### src/rtl/operand_fetch_if.sv
// ============================================================================
// Module : operand_fetch_if (+ operand_fetch_pkg)
// Brief  : Writeback packet type plus issue-side / FU-side handshake bundle
//          for the operand fetch stage.
// Rev    : 1.0  initial release
// ============================================================================
`default_nettype none

package operand_fetch_pkg;
    localparam int c_WB_XLEN   = 32;
    localparam int c_WB_PREG_W = 7;

    typedef struct packed {
        logic                   valid;
        logic                   rd_used;
        logic [c_WB_PREG_W-1:0] prd;
        logic [c_WB_XLEN-1:0]   data;
    } wb_pkt_t;
endpackage

interface operand_fetch_if #(
    parameter int XLEN      = 32,
    parameter int PREG_W    = 7,
    parameter int ROB_W     = 5,
    parameter int PAYLOAD_W = 64
);
    logic                 in_valid_i;
    logic                 in_ready_o;
    logic [PREG_W-1:0]    in_prs1_i;
    logic                 in_rs1_used_i;
    logic [PREG_W-1:0]    in_prs2_i;
    logic                 in_rs2_used_i;
    logic [ROB_W-1:0]     in_tag_i;
    logic [PAYLOAD_W-1:0] in_payload_i;

    logic                 out_valid_o;
    logic                 out_ready_i;
    logic [XLEN-1:0]      out_op1_o;
    logic [XLEN-1:0]      out_op2_o;
    logic [ROB_W-1:0]     out_tag_o;
    logic [PAYLOAD_W-1:0] out_payload_o;

    modport slave (
        input  in_valid_i, in_prs1_i, in_rs1_used_i, in_prs2_i, in_rs2_used_i,
               in_tag_i, in_payload_i, out_ready_i,
        output in_ready_o, out_valid_o, out_op1_o, out_op2_o, out_tag_o, out_payload_o
    );

    modport master (
        output in_valid_i, in_prs1_i, in_rs1_used_i, in_prs2_i, in_rs2_used_i,
               in_tag_i, in_payload_i, out_ready_i,
        input  in_ready_o, out_valid_o, out_op1_o, out_op2_o, out_tag_o, out_payload_o
    );
endinterface

`default_nettype wire

### src/rtl/operand_fetch.sv
// ============================================================================
// Module : operand_fetch
// Brief  : Register-read stage: PRF read, writeback bypass, single output
//          register with valid/ready, flush and branch-recovery kill.
// Rev    : 1.0  initial release
// ============================================================================
`default_nettype none

module operand_fetch
    import operand_fetch_pkg::*;
#(
    parameter int XLEN      = 32,
    parameter int PREG_W    = 7,
    parameter int ROB_W     = 5,
    parameter int PAYLOAD_W = 64
) (
    input  wire logic                  clk,
    input  wire logic                  rst_n,
    input  wire logic                  flush_i,
    input  wire logic                  recover_i,
    input  wire logic [ROB_W-1:0]      recover_tag_i,
    input  wire logic [ROB_W-1:0]      rob_head_i,
    operand_fetch_if.slave             fe,
    output logic [PREG_W-1:0]          prf_raddr1_o,
    output logic [PREG_W-1:0]          prf_raddr2_o,
    input  wire logic [XLEN-1:0]       prf_rdata1_i,
    input  wire logic [XLEN-1:0]       prf_rdata2_i,
    input  wire logic [2**PREG_W-1:0]  prf_valid_i,
    input  wire wb_pkt_t               wb_alu_i,
    input  wire wb_pkt_t               wb_lsu_i,
    input  wire wb_pkt_t               wb_bru_i,
    output logic                       src_err_o,
    output logic [31:0]                issued_cnt_o
);

    logic                 out_valid_q, out_valid_d;
    logic [XLEN-1:0]      op1_q, op1_d;
    logic [XLEN-1:0]      op2_q, op2_d;
    logic [ROB_W-1:0]     tag_q, tag_d;
    logic [PAYLOAD_W-1:0] payload_q, payload_d;
    logic                 src_err_q, src_err_d;
    logic [31:0]          cnt_q, cnt_d;

    logic                 w_in_ready;
    logic                 w_accept;
    logic                 w_xfer;
    logic                 w_kill;
    logic [ROB_W-1:0]     w_age_held;
    logic [ROB_W-1:0]     w_age_branch;
    logic [XLEN-1:0]      w_op1;
    logic [XLEN-1:0]      w_op2;
    logic                 w_hit1;
    logic                 w_hit2;
    logic                 w_err1;
    logic                 w_err2;

    function automatic logic wb_hit(input wb_pkt_t wb, input logic [PREG_W-1:0] prs);
        return wb.valid && wb.rd_used && (wb.prd == prs) && (prs != '0);
    endfunction

    // Same-cycle writeback beats the PRF read (write lands at the edge);
    // BRU > LSU > ALU mirrors the PRF's last-writer-wins port order.
    function automatic logic [XLEN-1:0] pick_operand(
        input  logic              used,
        input  logic [PREG_W-1:0] prs,
        input  logic [XLEN-1:0]   rdata,
        output logic              hit
    );
        hit = 1'b1;
        if (!used || prs == '0) begin
            hit = 1'b0;
            return '0;
        end else if (wb_hit(wb_bru_i, prs)) begin
            return wb_bru_i.data;
        end else if (wb_hit(wb_lsu_i, prs)) begin
            return wb_lsu_i.data;
        end else if (wb_hit(wb_alu_i, prs)) begin
            return wb_alu_i.data;
        end
        hit = 1'b0;
        return rdata;
    endfunction

    assign prf_raddr1_o = fe.in_prs1_i;
    assign prf_raddr2_o = fe.in_prs2_i;

    assign w_in_ready = !flush_i && !recover_i && (!out_valid_q || fe.out_ready_i);
    assign w_accept   = fe.in_valid_i && w_in_ready;
    assign w_xfer     = out_valid_q && fe.out_ready_i;

    // Ages relative to the ROB head; modular subtraction handles wrap.
    assign w_age_held   = tag_q - rob_head_i;
    assign w_age_branch = recover_tag_i - rob_head_i;
    assign w_kill       = recover_i && (w_age_held > w_age_branch);

    always_comb begin
        w_hit1 = 1'b0;
        w_hit2 = 1'b0;
        w_op1  = pick_operand(fe.in_rs1_used_i, fe.in_prs1_i, prf_rdata1_i, w_hit1);
        w_op2  = pick_operand(fe.in_rs2_used_i, fe.in_prs2_i, prf_rdata2_i, w_hit2);
        w_err1 = fe.in_rs1_used_i && (fe.in_prs1_i != '0) && !prf_valid_i[fe.in_prs1_i] && !w_hit1;
        w_err2 = fe.in_rs2_used_i && (fe.in_prs2_i != '0) && !prf_valid_i[fe.in_prs2_i] && !w_hit2;
    end

    always_comb begin
        out_valid_d = out_valid_q;
        op1_d       = op1_q;
        op2_d       = op2_q;
        tag_d       = tag_q;
        payload_d   = payload_q;
        src_err_d   = src_err_q || (w_accept && (w_err1 || w_err2));
        cnt_d       = cnt_q + 32'(w_xfer);

        if (flush_i) begin
            out_valid_d = 1'b0;
        end else if (w_accept) begin
            out_valid_d = 1'b1;
            op1_d       = w_op1;
            op2_d       = w_op2;
            tag_d       = fe.in_tag_i;
            payload_d   = fe.in_payload_i;
        end else if (w_xfer || w_kill) begin
            out_valid_d = 1'b0;
        end
    end

    always_ff @(posedge clk) begin
        if (!rst_n) begin
            out_valid_q <= 1'b0;
            op1_q       <= '0;
            op2_q       <= '0;
            tag_q       <= '0;
            payload_q   <= '0;
            src_err_q   <= 1'b0;
            cnt_q       <= '0;
        end else begin
            out_valid_q <= out_valid_d;
            op1_q       <= op1_d;
            op2_q       <= op2_d;
            tag_q       <= tag_d;
            payload_q   <= payload_d;
            src_err_q   <= src_err_d;
            cnt_q       <= cnt_d;
        end
    end

    assign fe.in_ready_o    = w_in_ready;
    assign fe.out_valid_o   = out_valid_q;
    assign fe.out_op1_o     = op1_q;
    assign fe.out_op2_o     = op2_q;
    assign fe.out_tag_o     = tag_q;
    assign fe.out_payload_o = payload_q;
    assign src_err_o        = src_err_q;
    assign issued_cnt_o     = cnt_q;

endmodule

`default_nettype wire
### src/flat_wrapper.sv
// flat-port wrapper written by rule: the top's interface ports become plain ports
module operand_fetch_flat import operand_fetch_pkg::*;
#(
    parameter int XLEN      = 32,
    parameter int PREG_W    = 7,
    parameter int ROB_W     = 5,
    parameter int PAYLOAD_W = 64
)
  (clk, rst_n, flush_i, recover_i, recover_tag_i, rob_head_i, prf_raddr1_o, prf_raddr2_o, prf_rdata1_i, prf_rdata2_i, prf_valid_i, wb_alu_i, wb_lsu_i, wb_bru_i, src_err_o, issued_cnt_o, fe_in_valid_i, fe_in_prs1_i, fe_in_rs1_used_i, fe_in_prs2_i, fe_in_rs2_used_i, fe_in_tag_i, fe_in_payload_i, fe_out_ready_i, fe_in_ready_o, fe_out_valid_o, fe_out_op1_o, fe_out_op2_o, fe_out_tag_o, fe_out_payload_o);
  operand_fetch_if #(.XLEN(XLEN), .PREG_W(PREG_W), .ROB_W(ROB_W), .PAYLOAD_W(PAYLOAD_W)) fe_i ();
  input  wire logic clk;
  input  wire logic rst_n;
  input  wire logic flush_i;
  input  wire logic recover_i;
  input  wire logic [ROB_W-1:0] recover_tag_i;
  input  wire logic [ROB_W-1:0] rob_head_i;
  output logic [PREG_W-1:0] prf_raddr1_o;
  output logic [PREG_W-1:0] prf_raddr2_o;
  input  wire logic [XLEN-1:0] prf_rdata1_i;
  input  wire logic [XLEN-1:0] prf_rdata2_i;
  input  wire logic [2**PREG_W-1:0] prf_valid_i;
  input  wire wb_pkt_t wb_alu_i;
  input  wire wb_pkt_t wb_lsu_i;
  input  wire wb_pkt_t wb_bru_i;
  output logic src_err_o;
  output logic [31:0] issued_cnt_o;
  input wire logic [$bits(fe_i.in_valid_i)-1:0] fe_in_valid_i;
  input wire logic [$bits(fe_i.in_prs1_i)-1:0] fe_in_prs1_i;
  input wire logic [$bits(fe_i.in_rs1_used_i)-1:0] fe_in_rs1_used_i;
  input wire logic [$bits(fe_i.in_prs2_i)-1:0] fe_in_prs2_i;
  input wire logic [$bits(fe_i.in_rs2_used_i)-1:0] fe_in_rs2_used_i;
  input wire logic [$bits(fe_i.in_tag_i)-1:0] fe_in_tag_i;
  input wire logic [$bits(fe_i.in_payload_i)-1:0] fe_in_payload_i;
  input wire logic [$bits(fe_i.out_ready_i)-1:0] fe_out_ready_i;
  output wire logic [$bits(fe_i.in_ready_o)-1:0] fe_in_ready_o;
  output wire logic [$bits(fe_i.out_valid_o)-1:0] fe_out_valid_o;
  output wire logic [$bits(fe_i.out_op1_o)-1:0] fe_out_op1_o;
  output wire logic [$bits(fe_i.out_op2_o)-1:0] fe_out_op2_o;
  output wire logic [$bits(fe_i.out_tag_o)-1:0] fe_out_tag_o;
  output wire logic [$bits(fe_i.out_payload_o)-1:0] fe_out_payload_o;
  assign fe_i.in_valid_i = fe_in_valid_i;
  assign fe_i.in_prs1_i = fe_in_prs1_i;
  assign fe_i.in_rs1_used_i = fe_in_rs1_used_i;
  assign fe_i.in_prs2_i = fe_in_prs2_i;
  assign fe_i.in_rs2_used_i = fe_in_rs2_used_i;
  assign fe_i.in_tag_i = fe_in_tag_i;
  assign fe_i.in_payload_i = fe_in_payload_i;
  assign fe_i.out_ready_i = fe_out_ready_i;
  assign fe_in_ready_o = fe_i.in_ready_o;
  assign fe_out_valid_o = fe_i.out_valid_o;
  assign fe_out_op1_o = fe_i.out_op1_o;
  assign fe_out_op2_o = fe_i.out_op2_o;
  assign fe_out_tag_o = fe_i.out_tag_o;
  assign fe_out_payload_o = fe_i.out_payload_o;
  operand_fetch #(.XLEN(XLEN), .PREG_W(PREG_W), .ROB_W(ROB_W), .PAYLOAD_W(PAYLOAD_W)) u_core (.clk(clk), .rst_n(rst_n), .flush_i(flush_i), .recover_i(recover_i), .recover_tag_i(recover_tag_i), .rob_head_i(rob_head_i), .fe(fe_i), .prf_raddr1_o(prf_raddr1_o), .prf_raddr2_o(prf_raddr2_o), .prf_rdata1_i(prf_rdata1_i), .prf_rdata2_i(prf_rdata2_i), .prf_valid_i(prf_valid_i), .wb_alu_i(wb_alu_i), .wb_lsu_i(wb_lsu_i), .wb_bru_i(wb_bru_i), .src_err_o(src_err_o), .issued_cnt_o(issued_cnt_o));
endmodule
### config.mk
export PLATFORM = sky130hd
export DESIGN_NAME = operand_fetch_flat
export DESIGN_NICKNAME = d
export VERILOG_FILES = /design/src/rtl/operand_fetch_if.sv /design/src/rtl/operand_fetch.sv /design/src/flat_wrapper.sv
export SDC_FILE = /design/constraint.sdc
export NUM_CORES = 1
export LEC_CHECK = 0
export CAP_MARGIN = 5
export CORE_AREA = 2 2 232 234
export CTS_BUF_LIST = sky130_fd_sc_hd__clkbuf_8
export CTS_CLUSTER_SIZE = 20
export DETAILED_ROUTE_END_ITERATION = 12
export DIE_AREA = 0 0 234 236
export MAX_ROUTING_LAYER = met4
export PLACE_DENSITY = 0.58
export SETUP_SLACK_MARGIN = 0.3
export SLEW_MARGIN = 20
export SYNTH_ARGS = -nofsm -noshare
export SYNTH_HDL_FRONTEND = slang
export SYNTH_SLANG_ARGS = --single-unit
### constraint.sdc
create_clock -name clk -period 3.9 [get_ports clk]
set_clock_uncertainty 0.15 [all_clocks]
set_input_delay 0.585 -clock clk [delete_from_list [all_inputs] [get_ports clk]]
set_output_delay 0.585 -clock clk [all_outputs]
set_load 0.005 [all_outputs]
==> flow_summary.yaml <==
run_status:
  status: "finished clean"
grt:
  grt_start_max_net_pins: 120
  grt_usage_pct: 19.8
  overflow: 0
  grt_pass1_wl_um: 79400
  grt_pass1_vias: 12719
  antenna_found_initial: 2
power_and_ir_drop:
  max-vdd-ir-drop_mv: 0.209
  power.share.clock_pct: 32.6
  power_switching_uw: 1400
  power_density_nw_per_um2: 249
  pwr-share-seq_pct: 38.9
  p_leak_uw: 0.00720
  switching_share_pct: 30.3
  p_int_uw: 3210
  combPwrFrac_pct: 28.4
setup_path:
  critPathArrivalTime_ns: 3.53
  reg2reg_slack_ns: 1.02
  required_ns: 4.16
  crit_path_start_kind: "input pin"
  cp_max_fo: 32
  r2r-end: "u_core.fe.out_valid_o"
  max_stage_delay_ns: 0.79
  reg2reg_depth: 12
  r2r-start: "u_core.fe.out_tag_o[0]"
  setup.worst_path.end_class: "flop"
  path_class: "input pin to flop"
  cp_cell_sequence: "clkdlybuf4s50_1, buf_12, nor2_1, a22oi_1, nand3_1, mux4_2, o221a_2, o311ai_0, nand3_1"
  cpMostUsedCell: "nand3_1"
  crit_path_top_delay_cell: "o311ai_0"
synthesis:
  ys.warnings.count: 0
  synth_nets: 1752
  async_flop_share_pct: 0
  synth.avg_cell_area_sq_um: 8.58
  ys_seq_area_share_pct: 29.5
  yosysMostFrequentCell: "nand2_1"
  synthDistinctLibCells: 50
  yosys.area.top_type_share_pct: 29.5
  synth_top_cells_by_area: "dfxtp_1 30%, mux4_2 11%, mux2i_1 8.6%"
  syn_area_sq_um: 11300
  synth_cells: 1319
  synth_top_cell_by_area: "dfxtp_1"
  synthFlopType: "dfxtp_1"
  synth_seq_cells: 167
  synth_commonest_cells: "171 x nand2_1, 167 x dfxtp_1, 142 x nor2_1"
  synth_edf_count: 0
clock_tree:
  cts_tree: "done"
  hold_buffers: 0
  cts_max_path_buffers: 2
  clk_latency_ns: 0.55
  cts_resized: 0
  cts_inserted_buffers: 17
  post-cts-setup-buffers: 0
  path_clk_slew_ns: 0.12
  htree_levels: 4
  root_buffer: "clkbuf_8"
  cts.sinks: 167
route:
  wl_per_cell_um: 21.3
  drtAntennaViolNets: 0
  dr.pass1.iters: 4
  wl_um: 54600
  drc: 0
  initialDrtViolationCount: 629
  via_per_inst: 4.85
  vias: 12431
timing:
  rsz0062_at_grt: "false"
  post-route-min-period_ns: 3.28
  period_share_pct: 84.0
  setup_viol: 0
  fmax_mhz: 305
  slew_viol_final: 0
  slew_headroom_pct: 39.3
  worstMarginPinSlew_ns: 0.899
  setup-tns-final_ns: 0
  finalHoldViolCount: 0
min_path:
  hold_class: "flop to flop"
  hold_path_end: "u_core.fe.out_payload_o[3]"
  min_from: "u_core.fe.out_payload_o[3]"
  whs_path_depth: 2
layout:
  drive_gt1_share_pct: 9.05
  nNetsFinal: 2287
  stdcell_area_sq_um: 18500
  final_util_pct: 34.9
  area_delta_synth_final_pct: 63.9
floorplanning:
  initial_core_util_pct: 21.3
  fp.dieW_um: 234
  core_area_sq_um: 53100
  rows: 85
  pin_count: 598
  die_h_um: 236
  die_area_sq_um: 55200
job:
  cap_violations: 0
place:
  dpl.hpwl_um: 43600
  numPortBuffers: 597
  place_area_sq_um: 18100
  gp_congestion: 0.913
==> cells by family after synthesis <==
kind of cell | after synthesis | share of synthesized area (%)
adders and majority gates | 17 | 2.01
muxes | 153 | 19.4
buffers and inverters | 145 | 6.10
AOI/OAI and AO/OA | 319 | 19.9
DFF | 167 | 29.5
and+or+nand+nor | 442 | 17.1
xor gates and xnor gates | 76 | 5.88
==> state kept, by name, indices dropped and copies added (netlist names) <==
register,flops
u_core.fe.out_op1_o,32
u_core.fe.out_op2_o,32
u_core.fe.out_payload_o,64
u_core.fe.out_tag_o,5
u_core.fe.out_valid_o,1
u_core.issued_cnt_o,32
u_core.src_err_o,1
==> per-stage QoR <==
step	setup WS [ns]	hold slack, ns	std cells	total power (uW)
floorplan	1.06	0.310	1319	2350
global placement	0.175	0.300	2531	3130
detailed placement	0.144	0.306	2531	3150
CTS	0.806	0.321	2563	4700
global route	0.624	0.342	2565	4830
finish	0.624	0.317	2565	4610
==> per-layer routing <==
layer | track usage, % | part of all wire (%)
met5 | - | 0
met4 | 7.63 | 3.6
met3 | 4.91 | 6.9
met2 | 34.4 | 50
met1 | 21.6 | 39
==> power by group through the flow <==
stage / Clock [uW] / Sequential [uW] / Combinational [uW]
finish: 1500 / 1790 / 1310
global placement: 0 / 1830 / 1300
floorplan: 0 / 1830 / 515
detailed placement: 0 / 1830 / 1310
global route: 1630 / 1800 / 1400
CTS: 1590 / 1800 / 1320
==> layout by cell type, fill, tap and decap left out, types with 9 or more instances in the layout <==
cell | Yosys | routed
buf_12 | 0 | 13
ha_1 | 15 | 15
nand3_1 | 41 | 41
a21oi_1 | 71 | 71
mux2i_1 | 97 | 97
xor2_1 | 36 | 36
o21ai_0 | 71 | 71
nor3_1 | 10 | 10
inv_1 | 16 | 16
clkbuf_8 | 0 | 17
nand4_1 | 9 | 9
nor2_1 | 142 | 140
nor2b_1 | 11 | 11
a21boi_0 | 73 | 73
mux4_2 | 53 | 53
nand2_1 | 171 | 170
a221oi_1 | 45 | 45
dfxtp_1 | 167 | 167
a22oi_1 | 10 | 10
a221oi_2 | 20 | 20
clkdlybuf4s50_1 | 0 | 593
xnor2_1 | 40 | 40
buf_4 | 22 | 36
and2_1 | 28 | 27
==> layout make-up <==
type                       instances  area (sq um)
multi-input combinational       1007          7320
clock buffer                      17           234
antenna                            2          5.00
fill                            5406         34500
clock inverter                    15           228
tap                              696           871
timing repair buffer             645          6480
inverter                          16          60.1
sequential                       167          3340
==> worst max-delay path: cells and delay by family <==
kind,cells,cell delay (ns)
compound gates,3,1.33
buf+inv,2,0.73
simple gates,3,0.41
mux,1,0.46
==> worst max path at each step <==
| stage | start | endpoint | slack, ns |
|---|---|---|---|
| global route | fe_in_prs2_i[1] | u_core.src_err_o | 0.62 |
| detailed placement | fe_in_prs2_i[1] | u_core.src_err_o | 0.14 |
| CTS | fe_in_prs2_i[1] | u_core.src_err_o | 0.81 |
| floorplan | fe_out_ready_i | u_core.issued_cnt_o[28] | 1.06 |
| finish | fe_in_prs2_i[1] | u_core.src_err_o | 0.62 |
| global placement | fe_in_prs2_i[1] | u_core.src_err_o | 0.17 |
(Power assumes the default switching activity.)
